<file path="config.mk">
export PLATFORM = sky130hd
export DESIGN_NAME = if_stage_flat
export DESIGN_NICKNAME = d
export VERILOG_FILES = /design/src/rtl/if_stage_if.sv /design/src/rtl/if_stage.sv /design/src/flat_wrapper.sv
export SDC_FILE = /design/constraint.sdc
export NUM_CORES = 1
export LEC_CHECK = 0
export ABC_CLOCK_PERIOD_IN_PS = 4040
export BUFFER_PORTS_ARGS = -buffer_cell sky130_fd_sc_hd__buf_2
export CORE_MARGIN = 2
export CORE_UTILIZATION = 40
export CTS_BUF_LIST = sky130_fd_sc_hd__clkbuf_2
export DETAILED_ROUTE_END_ITERATION = 10
export PLACE_DENSITY = 0.72
export REMOVE_ABC_BUFFERS = 1
export SLEW_MARGIN = 15
export SYNTH_ARGS = -nofsm -noshare
export SYNTH_HDL_FRONTEND = slang
export SYNTH_SLANG_ARGS = --single-unit
</file>
<file path="constraint.sdc">
create_clock -name clk -period 4.04 [get_ports clk]
set_input_delay 0.808 -clock clk [delete_from_list [all_inputs] [get_ports clk]]
set_output_delay 0.808 -clock clk [all_outputs]
set_load 0.02 [all_outputs]
</file>
<file path="src/rtl/if_stage_if.sv">
// IF -> ID pipeline-register handshake bundle.
// The fetch stage drives valid and the payload. The decode stage drives ready.
interface if_stage_if;
    logic        id_valid;
    logic        id_ready;
    logic [31:0] id_pc;
    logic [31:0] id_inst;
    logic        id_adef;

    modport master (output id_valid, output id_pc, output id_inst, output id_adef,
                    input  id_ready);
    modport slave  (input  id_valid, input  id_pc, input  id_inst, input  id_adef,
                    output id_ready);
endinterface

</file>
<file path="src/rtl/if_stage.sv">
// Instruction-fetch stage.
// The stage owns the PC and indexes a combinational-read instruction memory.
// It latches {pc, inst} into the IF/ID register, which uses a valid/ready handshake.
// It takes taken-branch redirects from execute.
// A misaligned PC produces an ADEF entry and halts fetch until the next redirect.
module if_stage #(
    parameter logic [31:0] RESET_PC = 32'h1c000000,
    parameter int          ADDR_W   = 10
) (
    input  logic              clk,
    input  logic              rst,
    input  logic              fetch_en,
    output logic [ADDR_W-1:0] inst_addr,
    input  logic [31:0]       inst_rdata,
    input  logic              br_taken,
    input  logic [31:0]       br_target,
    if_stage_if.master        id,
    output logic [31:0]       fetch_cnt
);
    typedef enum logic [1:0] {S_IDLE, S_RUN, S_HALT} state_t;

    state_t      r_state,    w_state_nx;
    logic [31:0] r_pc,       w_pc_nx;
    logic [31:0] r_id_pc,    w_id_pc_nx;
    logic [31:0] r_id_inst,  w_id_inst_nx;
    logic [31:0] r_cnt,      w_cnt_nx;
    logic        r_id_valid, w_id_valid_nx;
    logic        r_id_adef,  w_id_adef_nx;
    logic        w_acc;
    logic        w_hs;

    // The IF/ID register can take a new entry when it is empty or is drained this cycle.
    assign w_acc = !r_id_valid || id.id_ready;
    assign w_hs  = r_id_valid && id.id_ready;

    // State, PC and IF/ID register update.
    always_ff @(posedge clk or posedge rst) begin
        if (rst) begin
            r_state    <= S_IDLE;
            r_pc       <= RESET_PC;
            r_id_valid <= 1'b0;
            r_id_pc    <= 32'h0;
            r_id_inst  <= 32'h0;
            r_id_adef  <= 1'b0;
            r_cnt      <= 32'h0;
        end else begin
            r_state    <= w_state_nx;
            r_pc       <= w_pc_nx;
            r_id_valid <= w_id_valid_nx;
            r_id_pc    <= w_id_pc_nx;
            r_id_inst  <= w_id_inst_nx;
            r_id_adef  <= w_id_adef_nx;
            r_cnt      <= w_cnt_nx;
        end
    end

    // Next-state logic. Priority order: redirect, then fetch, then drain, then stall.
    always_comb begin
        w_state_nx    = r_state;
        w_pc_nx       = r_pc;
        w_id_valid_nx = r_id_valid;
        w_id_pc_nx    = r_id_pc;
        w_id_inst_nx  = r_id_inst;
        w_id_adef_nx  = r_id_adef;
        w_cnt_nx      = r_cnt;

        // A redirect flushes the held entry, so a coincident handshake is not counted.
        if (w_hs && !br_taken)
            w_cnt_nx = r_cnt + 32'd1;

        if (br_taken) begin
            w_pc_nx       = br_target;
            w_id_valid_nx = 1'b0;
            w_state_nx    = fetch_en ? S_RUN : S_IDLE;
        end else begin
            if (r_state == S_RUN && fetch_en && w_acc) begin
                w_id_pc_nx    = r_pc;
                w_id_valid_nx = 1'b1;
                if (r_pc[1:0] == 2'b00) begin
                    w_id_inst_nx = inst_rdata;
                    w_id_adef_nx = 1'b0;
                    w_pc_nx      = r_pc + 32'd4;
                end else begin
                    // The PC is left unchanged. Only a redirect can move it out of HALT.
                    w_id_inst_nx = 32'h0;
                    w_id_adef_nx = 1'b1;
                    w_state_nx   = S_HALT;
                end
            end else if (w_acc) begin
                w_id_valid_nx = 1'b0;
                if (r_state == S_RUN)
                    w_state_nx = S_IDLE;
            end
            if (r_state == S_IDLE && fetch_en)
                w_state_nx = S_RUN;
        end
    end

    assign inst_addr   = r_pc[ADDR_W+1:2];
    assign id.id_valid = r_id_valid;
    assign id.id_pc    = r_id_pc;
    assign id.id_inst  = r_id_inst;
    assign id.id_adef  = r_id_adef;
    assign fetch_cnt   = r_cnt;
endmodule
</file>
<file path="src/flat_wrapper.sv">
// flat-port wrapper written by rule: the top's interface ports become plain ports
module if_stage_flat 
#(
    parameter logic [31:0] RESET_PC = 32'h1c000000,
    parameter int          ADDR_W   = 10
)
  (clk, rst, fetch_en, inst_addr, inst_rdata, br_taken, br_target, fetch_cnt, id_id_valid, id_id_pc, id_id_inst, id_id_adef, id_id_ready);
  if_stage_if id_i ();
  input  logic clk;
  input  logic rst;
  input  logic fetch_en;
  output logic [ADDR_W-1:0] inst_addr;
  input  logic [31:0] inst_rdata;
  input  logic br_taken;
  input  logic [31:0] br_target;
  output logic [31:0] fetch_cnt;
  output wire logic [$bits(id_i.id_valid)-1:0] id_id_valid;
  output wire logic [$bits(id_i.id_pc)-1:0] id_id_pc;
  output wire logic [$bits(id_i.id_inst)-1:0] id_id_inst;
  output wire logic [$bits(id_i.id_adef)-1:0] id_id_adef;
  input wire logic [$bits(id_i.id_ready)-1:0] id_id_ready;
  assign id_id_valid = id_i.id_valid;
  assign id_id_pc = id_i.id_pc;
  assign id_id_inst = id_i.id_inst;
  assign id_id_adef = id_i.id_adef;
  assign id_i.id_ready = id_id_ready;
  if_stage #(.RESET_PC(RESET_PC), .ADDR_W(ADDR_W)) u_core (.clk(clk), .rst(rst), .fetch_en(fetch_en), .inst_addr(inst_addr), .inst_rdata(inst_rdata), .br_taken(br_taken), .br_target(br_target), .id(id_i), .fetch_cnt(fetch_cnt));
endmodule
</file>
==> summary.md, run 1 <==
| Metric | Value |
|---|---|
| Num CTS Buffers | `17` |
| Vias in the first global route | `4359` |
| Fin. Hold Viols | `0` |
| GR peak layer | `met2` |
| Layout area overhead | `23.1%` |
| Number of synthesized flops with an enable pin | `0` |
| Drt drc | `0` |
| CP Class | `flip-flop to flip-flop` |
| Hold slack | `228 ps` |
| M3 GR Usage | `5.82%` |
| GRT Util Overall | `18.5%` |
| RSZ-0062 raised after global routing | `no` |
| I/O Buffers | `176` |
| Power share of the sequential group | `47.8%` |
| Clock skew | `34.6 ps` |
| Die width | `124 um` |
| CTS Sinks | `132` |
| Ports | `177` |
| Largest net degree at the start of global routing | `86` |
| Resize count post-CTS | `0` |
| Placed instance area | `0.00677 sq mm` |
| Worst setup SP type | `flip-flop` |
| Met2 usage in global routing | `30.0%` |
| Postcts setup bufs | `0` |
| N_diodes | `0` |
| Remaining antenna violation count | `0` |
| DP Cell Count | `891` |
| CTS root buf | `clkbuf_2` |
| Int Pwr | `2.34 mW` |
| Most frequent cells in the layout | `buf_2 (176), nand2_1 (146), dfrtp_1 (129)` |
| Vias per Instance | `4.98` |
| CP Cell Sequence | `nand4_2 -> or4_4 -> or4_1 -> or4b_1 -> nand3_1` |
| Die H | `124 um` |
| Worst r2r dst | `u_core.r_pc[24]$_DFFE_PP0P_` |
| Die Footprint | `0.0154 sq mm` |
| Sw Ratio | `33.0%` |
| Routed wire length | `14100 um` |
| Final Max Slew Viols | `0` |
| Path type of the worst min-delay path | `input pin to async pin` |
| Worst r2r src | `u_core.r_pc[4]$_DFFE_PP0P_` |
| Tightest Pin Transition | `831 ps` |
| Max H-tree Level | `4` |
| Sequential element share of the synthesized area | `57.3%` |
| Hpwl dp | `9700 um` |
| Top_reg_cell synth | `dfrtp_1` |
| First DRT Iteration DRCs | `246` |
| Worst path slowest cell | `or4_1` |
| Layout cells sized above 1 | `31.0%` |
| Synth unique cells | `38` |
| Clock group share of total power | `30.4%` |
| Switching pwr | `1.15 mW` |
| Crit end category | `flip-flop` |
| Congestion Overflow GR | `0` |
| Fill cells | `1335` |
| CP Data Required Time | `4660 ps` |
| GPL Wtd Cong | `0.766` |
| Slowest stage delay, CP | `680 ps` |
| Max-Cap Viols | `0` |
| Reg2reg setup slack | `1340 ps` |
| Final instance area | `0.00711 sq mm` |
| Outcome | `finished clean` |
| Wirelength per Cell | `15.3 um` |
| GR Util met1 | `24.1%` |
| First-pass GRT wire length | `21800 um` |
| Ys async rst share | `100%` |
| Mapped Cells | `566` |
| Nets | `801` |
| Max Clk Rate | `0.370 GHz` |
| Seq cells post-synth | `132` |
| Yosys warns | `0` |
| Pwr dens | `492 mW/mm^2` |
| R2R cell count | `5` |
| Critical Path AT | `3330 ps` |
| Combinational group share of total power | `21.8%` |
| # rows | `43` |
| Peak supply drop | `0.000324 V` |
| Hold bufs inserted after CTS | `0` |
| Mapped cell area | `0.00577 sq mm` |
| Initial core utilization | `41.3%` |
| Vias after detailed routing | `4599` |
| Worst-skew pair later-pin latency | `690 ps` |
| Core box area | `0.0140 sq mm` |
| CTS max path bufs | `2` |
| Min Clock Period, post-route | `2700 ps` |
| Slew HR | `44.1%` |
| LEAKAGE | `3.64 nW` |
| Setup violations, final | `0` |
| Critical path peak fanout | `12` |
| Synthesized area per cell | `10.2 sq um` |
| Initial antenna violation count | `0` |
| Most common cell after layout, fill and taps aside | `buf_2` |
| TritonCTS clock tree | `yes` |
| DRT Pass-1 Iters | `4` |
| Clk slew on worst S/H paths | `190 ps` |
| Period utilization | `66.9%` |
| Fin cells | `923` |
[power by group through the flow]
stage / sequential (mW) / combinational (mW) / clock, mW
after floorplan: 1.90 / 0.236 / 0
after global placement: 1.69 / 0.754 / 0
after CTS: 1.67 / 0.773 / 1.09
final: 1.67 / 0.760 / 1.06
after global routing: 1.70 / 0.842 / 1.15
after detailed placement: 1.70 / 0.771 / 0
[state kept, by name (all words and copies together) (netlist names)]
signal / count
u_core.fetch_cnt: 32
u_core.id.id_adef: 1
u_core.id.id_inst: 32
u_core.id.id_pc: 32
u_core.id.id_valid: 1
u_core.r_pc: 32
u_core.r_state: 2
[worst max path at each step]
stage | startpoint | end | slack, ps | cells past startpoint
after global routing | u_core.r_pc[4]$_DFFE_PP0P_ | u_core.r_pc[24]$_DFFE_PP0P_ | 1170 | 5
after global placement | id_id_ready | u_core.r_pc[24]$_DFFE_PP0P_ | 1050 | 6
after detailed placement | id_id_ready | u_core.id.id_inst[15]$_DFFE_PP0P_ | 970 | 6
after floorplan | rst | u_core.fetch_cnt[0]$_DFFE_PP0P_ | -290 | 1
after CTS | u_core.r_pc[4]$_DFFE_PP0P_ | u_core.r_pc[24]$_DFFE_PP0P_ | 1320 | 5
final | u_core.r_pc[4]$_DFFE_PP0P_ | u_core.r_pc[24]$_DFFE_PP0P_ | 1340 | 5
[kinds of logic (layout without fill, tap and decap cells)]
group | count (synthesis) | in the layout | synth area share, %
AND/OR/NAND/NOR | 257 | 257 | 21.3
flip-flops | 132 | 132 | 57.3
AO/OA/AOI/OAI | 69 | 69 | 8.19
XOR/XNOR | 56 | 56 | 8.50
buffers and inverters | 47 | 224 | 3.73
multiplexers | 3 | 3 | 0.564
adder cells (fa/ha/maj) | 2 | 2 | 0.433
[cell type report]
type / instances / area [sq um] / area share, %
well taps: 180 / 225 / 3.17
clock inverters: 15 / 251 / 3.54
clock buffers: 17 / 85.1 / 1.20
repair buffers: 185 / 948 / 13.3
multi-input cells: 387 / 2260 / 31.8
flip-flops and latches: 132 / 3310 / 46.5
inverters: 7 / 31.3 / 0.440
[critical path, delay by kind of cell (launching register included)]
family,cells,cell delay (ps)
flops,1,540
simple gates,5,2100
[per-layer routing]
layer / wire length [um] / share of wire (%) / vias up
met5: 0 / 0 / -
met3: 1030 / 7.3 / 9
met1: 6370 / 45 / 2172
li1: - / - / 2269
met2: 6560 / 47 / 149
met4: 117 / 0.83 / 0
[metrics by stage]
stage / setup TNS, ps / setup slack [ps] / utilization [%] / total power, mW
floorplan: -40800 / -289 / - / 2.14
global placement: 0 / 1050 / 48.4 / 2.45
detailed placement: 0 / 974 / 48.4 / 2.47
CTS: 0 / 1320 / 50.8 / 3.54
global route: 0 / 1170 / 50.8 / 3.70
finish: 0 / 1340 / 50.8 / 3.49
[synthesized netlist by cell type (2+ instances only)]
cell / instances / area (sq um)
a21oi_1: 2 / 10.0
nand4bb_1: 2 / 22.5
ha_1: 2 / 25.0
xnor2_1: 42 / 368
nand2_1: 146 / 548
nand4_1: 15 / 93.8
o21ai_0: 33 / 165
a22o_1: 32 / 280
buf_1: 4 / 15.0
inv_1: 7 / 26.3
dfstp_2: 3 / 78.8
xor2_1: 14 / 123
nand3b_1: 2 / 15.0
and3_1: 8 / 50.1
clkbuf_1: 25 / 93.8
or4b_1: 2 / 20.0
or4_1: 4 / 30.0
nor2_1: 16 / 60.1
dfrtp_1: 129 / 3230
and3b_1: 2 / 17.5
mux2_2: 2 / 22.5
nor2b_1: 4 / 25.0
buf_4: 10 / 75.1
and4_1: 5 / 43.8
nand3_1: 20 / 100
nand4_2: 2 / 25.0
nor4_1: 14 / 87.6
nor3_1: 8 / 40.0
or2_2: 2 / 12.5
(Power assumes the default switching activity.)
==> run 2: changes to the inputs <==
--- a/config.mk
+++ b/config.mk
@@ -5,7 +5,7 @@
 export SDC_FILE = /design/constraint.sdc
 export NUM_CORES = 1
 export LEC_CHECK = 0
-export ABC_CLOCK_PERIOD_IN_PS = 4040
+export ABC_CLOCK_PERIOD_IN_PS = 2200
 export BUFFER_PORTS_ARGS = -buffer_cell sky130_fd_sc_hd__buf_2
 export CORE_MARGIN = 2
 export CORE_UTILIZATION = 40
==> constraint.sdc (replaced) <==
create_clock -name clk -period 2.2 [get_ports clk]
set_input_delay 0.44 -clock clk [delete_from_list [all_inputs] [get_ports clk]]
set_output_delay 0.44 -clock clk [all_outputs]
set_load 0.02 [all_outputs]
==> run 2 against run 1 <==
  * The run now ends with setup timing left
  * Global-route usage increased by 1.7 points
  * Sequential power grew 81%
  * Wire length up 8.4%
  * Maximum frequency up 19%
  * Clock-buffer cell count is 1 higher
  * First-iteration DRC count shrank 4.5%
  * Core utilization increased by 6.4 points
  * Via count grew 8.2%
  * Highest routed layer unchanged
  * Clock skew shrank 17 ps
==> summary.md, run 2 (synthesis gave the netlist of run 1 again) <==
| Metric | Value |
|---|---|
| Outcome | `finished, violations left` |
| Failing checks | `setup timing` |
| Layout area overhead | `38.6%` |
| Worst r2r src | `u_core.r_pc[16]$_DFFE_PP0P_` |
| Sw Ratio | `33.8% (+0.81 points)` |
| RSZ-0062 raised after global routing | `yes` |
| Power Total | `6.14 mW (+76%)` |
| Max-Cap Viols | `0 (unchanged)` |
| CP Data Required Time | `2830 ps (-1830 ps)` |
| GRT Util Overall | `20.2% (+1.7 points)` |
| Hold Path Origin | `id_id_ready` |
| I/O Buffers | `176 (unchanged)` |
| GPL Wtd Cong | `0.825 (+7.7%)` |
| Max Clk Rate | `0.440 GHz (+19%)` |
| CTS max path bufs | `2 (unchanged)` |
| Power share of the sequential group | `49.4% (+1.6 points)` |
| Slew HR | `69.5% (+25 points)` |
| First DRT Iteration DRCs | `235 (-4.5%)` |
| Min Clock Period, post-route | `2270 ps (-428 ps)` |
| Core box area | `0.0140 sq mm (unchanged)` |
| Die Footprint | `0.0154 sq mm (unchanged)` |
| Critical Path AT | `2900 ps (-430 ps)` |
| Drt drc | `0 (unchanged)` |
| Final setup margin | `-73.7 ps (-1410 ps)` |
| Initial antenna violation count | `0 (unchanged)` |
| Post-layout util | `57.2% (+6.4 points)` |
| Die width | `124 um (unchanged)` |
| Clock group share of total power | `24.2% (-6.2 points)` |
| Pwr dens | `767 mW/mm^2 (+56%)` |
| Final Max Slew Viols | `0 (unchanged)` |
| Largest net degree at the start of global routing | `68 (-21%)` |
| Nets | `903 (+13%)` |
| Die H | `124 um (unchanged)` |
| CTS Sinks | `132 (unchanged)` |
| CTS root buf | `clkbuf_2` |
| Remaining antenna violation count | `0 (unchanged)` |
| First-pass GRT wire length | `23800 um (+8.9%)` |
| Reg2reg setup slack | `-70 ps (-1410 ps)` |
| Peak supply drop | `0.000382 V (+18%)` |
| CP Class | `flip-flop to flip-flop` |
| # rows | `43 (unchanged)` |
| Worst-skew pair later-pin latency | `680 ps (about the same)` |
| Switching pwr | `2.08 mW (+80%)` |
| Period utilization | `103% (+36 points)` |
| Fill cells | `1197 (-10%)` |
| Int Pwr | `4.06 mW (+74%)` |
| Hpwl dp | `10200 um (+5.2%)` |
| Crit path from | `u_core.r_pc[16]$_DFFE_PP0P_` |
| Worst setup SP type | `flip-flop` |
| Clock skew | `17.4 ps (-17.2 ps)` |
| Num CTS Buffers | `17 (unchanged)` |
| Ports | `177 (unchanged)` |
| Clk slew on worst S/H paths | `180 ps (about the same)` |
| Setup violations, final | `3 (+3)` |
| TritonCTS clock tree | `yes` |
| Wirelength per Cell | `14.9 um (-2.4%)` |
| Vias per Instance | `4.86 (-2.5%)` |
| Congestion Overflow GR | `0 (unchanged)` |
| Most common cell after layout, fill and taps aside | `buf_2` |
| Initial core utilization | `41.3% (unchanged)` |
| Setup_tns | `-107 ps (-107 ps)` |
| Crit end category | `flip-flop` |
| Tightest Pin Transition | `457 ps (-374 ps)` |
| Vias after detailed routing | `4977 (+8.2%)` |
| Path type of the worst min-delay path | `input pin to flip-flop` |
| Combinational group share of total power | `26.4% (+4.6 points)` |
| Layout cells sized above 1 | `31.6% (+0.68 points)` |
| Fin cells | `1025 (+11%)` |
| Fin. Hold Viols | `0 (unchanged)` |
| DRT Pass-1 Iters | `4 (unchanged)` |
| Max H-tree Level | `4 (unchanged)` |
| Most frequent cells in the layout | `buf_2 (176), nand2_1 (146), dfrtp_1 (129)` |
| Critical path peak fanout | `7 (-5)` |
| DP Cell Count | `926 (+3.9%)` |
| Routed wire length | `15300 um (+8.4%)` |
| LEAKAGE | `4.08 nW (+12%)` |
| Vias in the first global route | `4724 (+8.4%)` |
run 2: cell types whose count changed in the layout (fill, tap and decap cells not counted), sizes merged:
cell         previous run  this run
buf                   185       221
bufinv                  6         3
clkbuf                 17        18
clkinv                  3         8
diode                   0         1
dlygate4sd3             0        66
inv                    11         7
run 2: final timing paths:
check / cells after the start / endpoint
max in group asynchronous: 4 / u_core.r_pc[28]$_DFFE_PP1P_
setup / recovery: 5 / u_core.r_pc[24]$_DFFE_PP0P_
hold / removal: 3 / u_core.fetch_cnt[0]$_DFFE_PP0P_
hold reg to reg: 2 / u_core.id.id_pc[2]$_DFFE_PP0P_
min in group asynchronous: 3 / u_core.id.id_inst[5]$_DFFE_PP0P_
setup reg to reg: 5 / u_core.r_pc[24]$_DFFE_PP0P_
run 2: per-stage QoR:
stage               worst slack (ps)  cell area, sq um  hold slack (ps)
global route                    -163              8000             86.4
CTS                            -79.1              7990             68.5
finish                         -73.7              8000              163
global placement                -132              7080              453
floorplan                      -1760              5580              460
detailed placement              -174              7080              457
run 2: repair_timing:
item	CTS	global route
endpoints found under the hold margin	107	0
setup endpoints to repair	4	4
gates cloned	0	0
resized for setup	1	3
pin swaps	1	0
hold buffers	66	0
setup buffers	1	0
run 2: power groups by stage:
stage	logic, mW	registers, mW	clock network, mW
CTS	1.63	3.03	1.53
detailed placement	1.53	3.07	0
floorplan	0.434	3.50	0
global route	1.77	3.08	1.66
global placement	1.51	3.06	0
finish	1.62	3.03	1.48
run 2: critical path, cell delays in order (launching register included):
cell and delay [ps]:
dfrtp_1 410, nand3_2 90, or4_4 560, or4_4 600, or4b_1 480, nand3_1 90
run 2: area by class of cell:
type | instances | area [sq um] | share of cell area [%]
repair buffers | 287 | 1930 | 24.1
inverters | 7 | 31.3 | 0.391
clock buffers | 18 | 90.1 | 1.13
well taps | 180 | 225 | 2.81
multi-input cells | 387 | 2270 | 28.4
clock inverters | 13 | 141 | 1.77
flip-flops and latches | 132 | 3310 | 41.3
diodes | 1 | 2.50 | 0.0313
run 2: metal layers:
layer	GRT usage [%]	share of wire (%)	up-vias
met5	0	0	-
met4	6.53	1.0	0
met3	4.67	6.1	16
met2	32.8	48	167
met1	26.8	45	2343
li1	-	-	2451
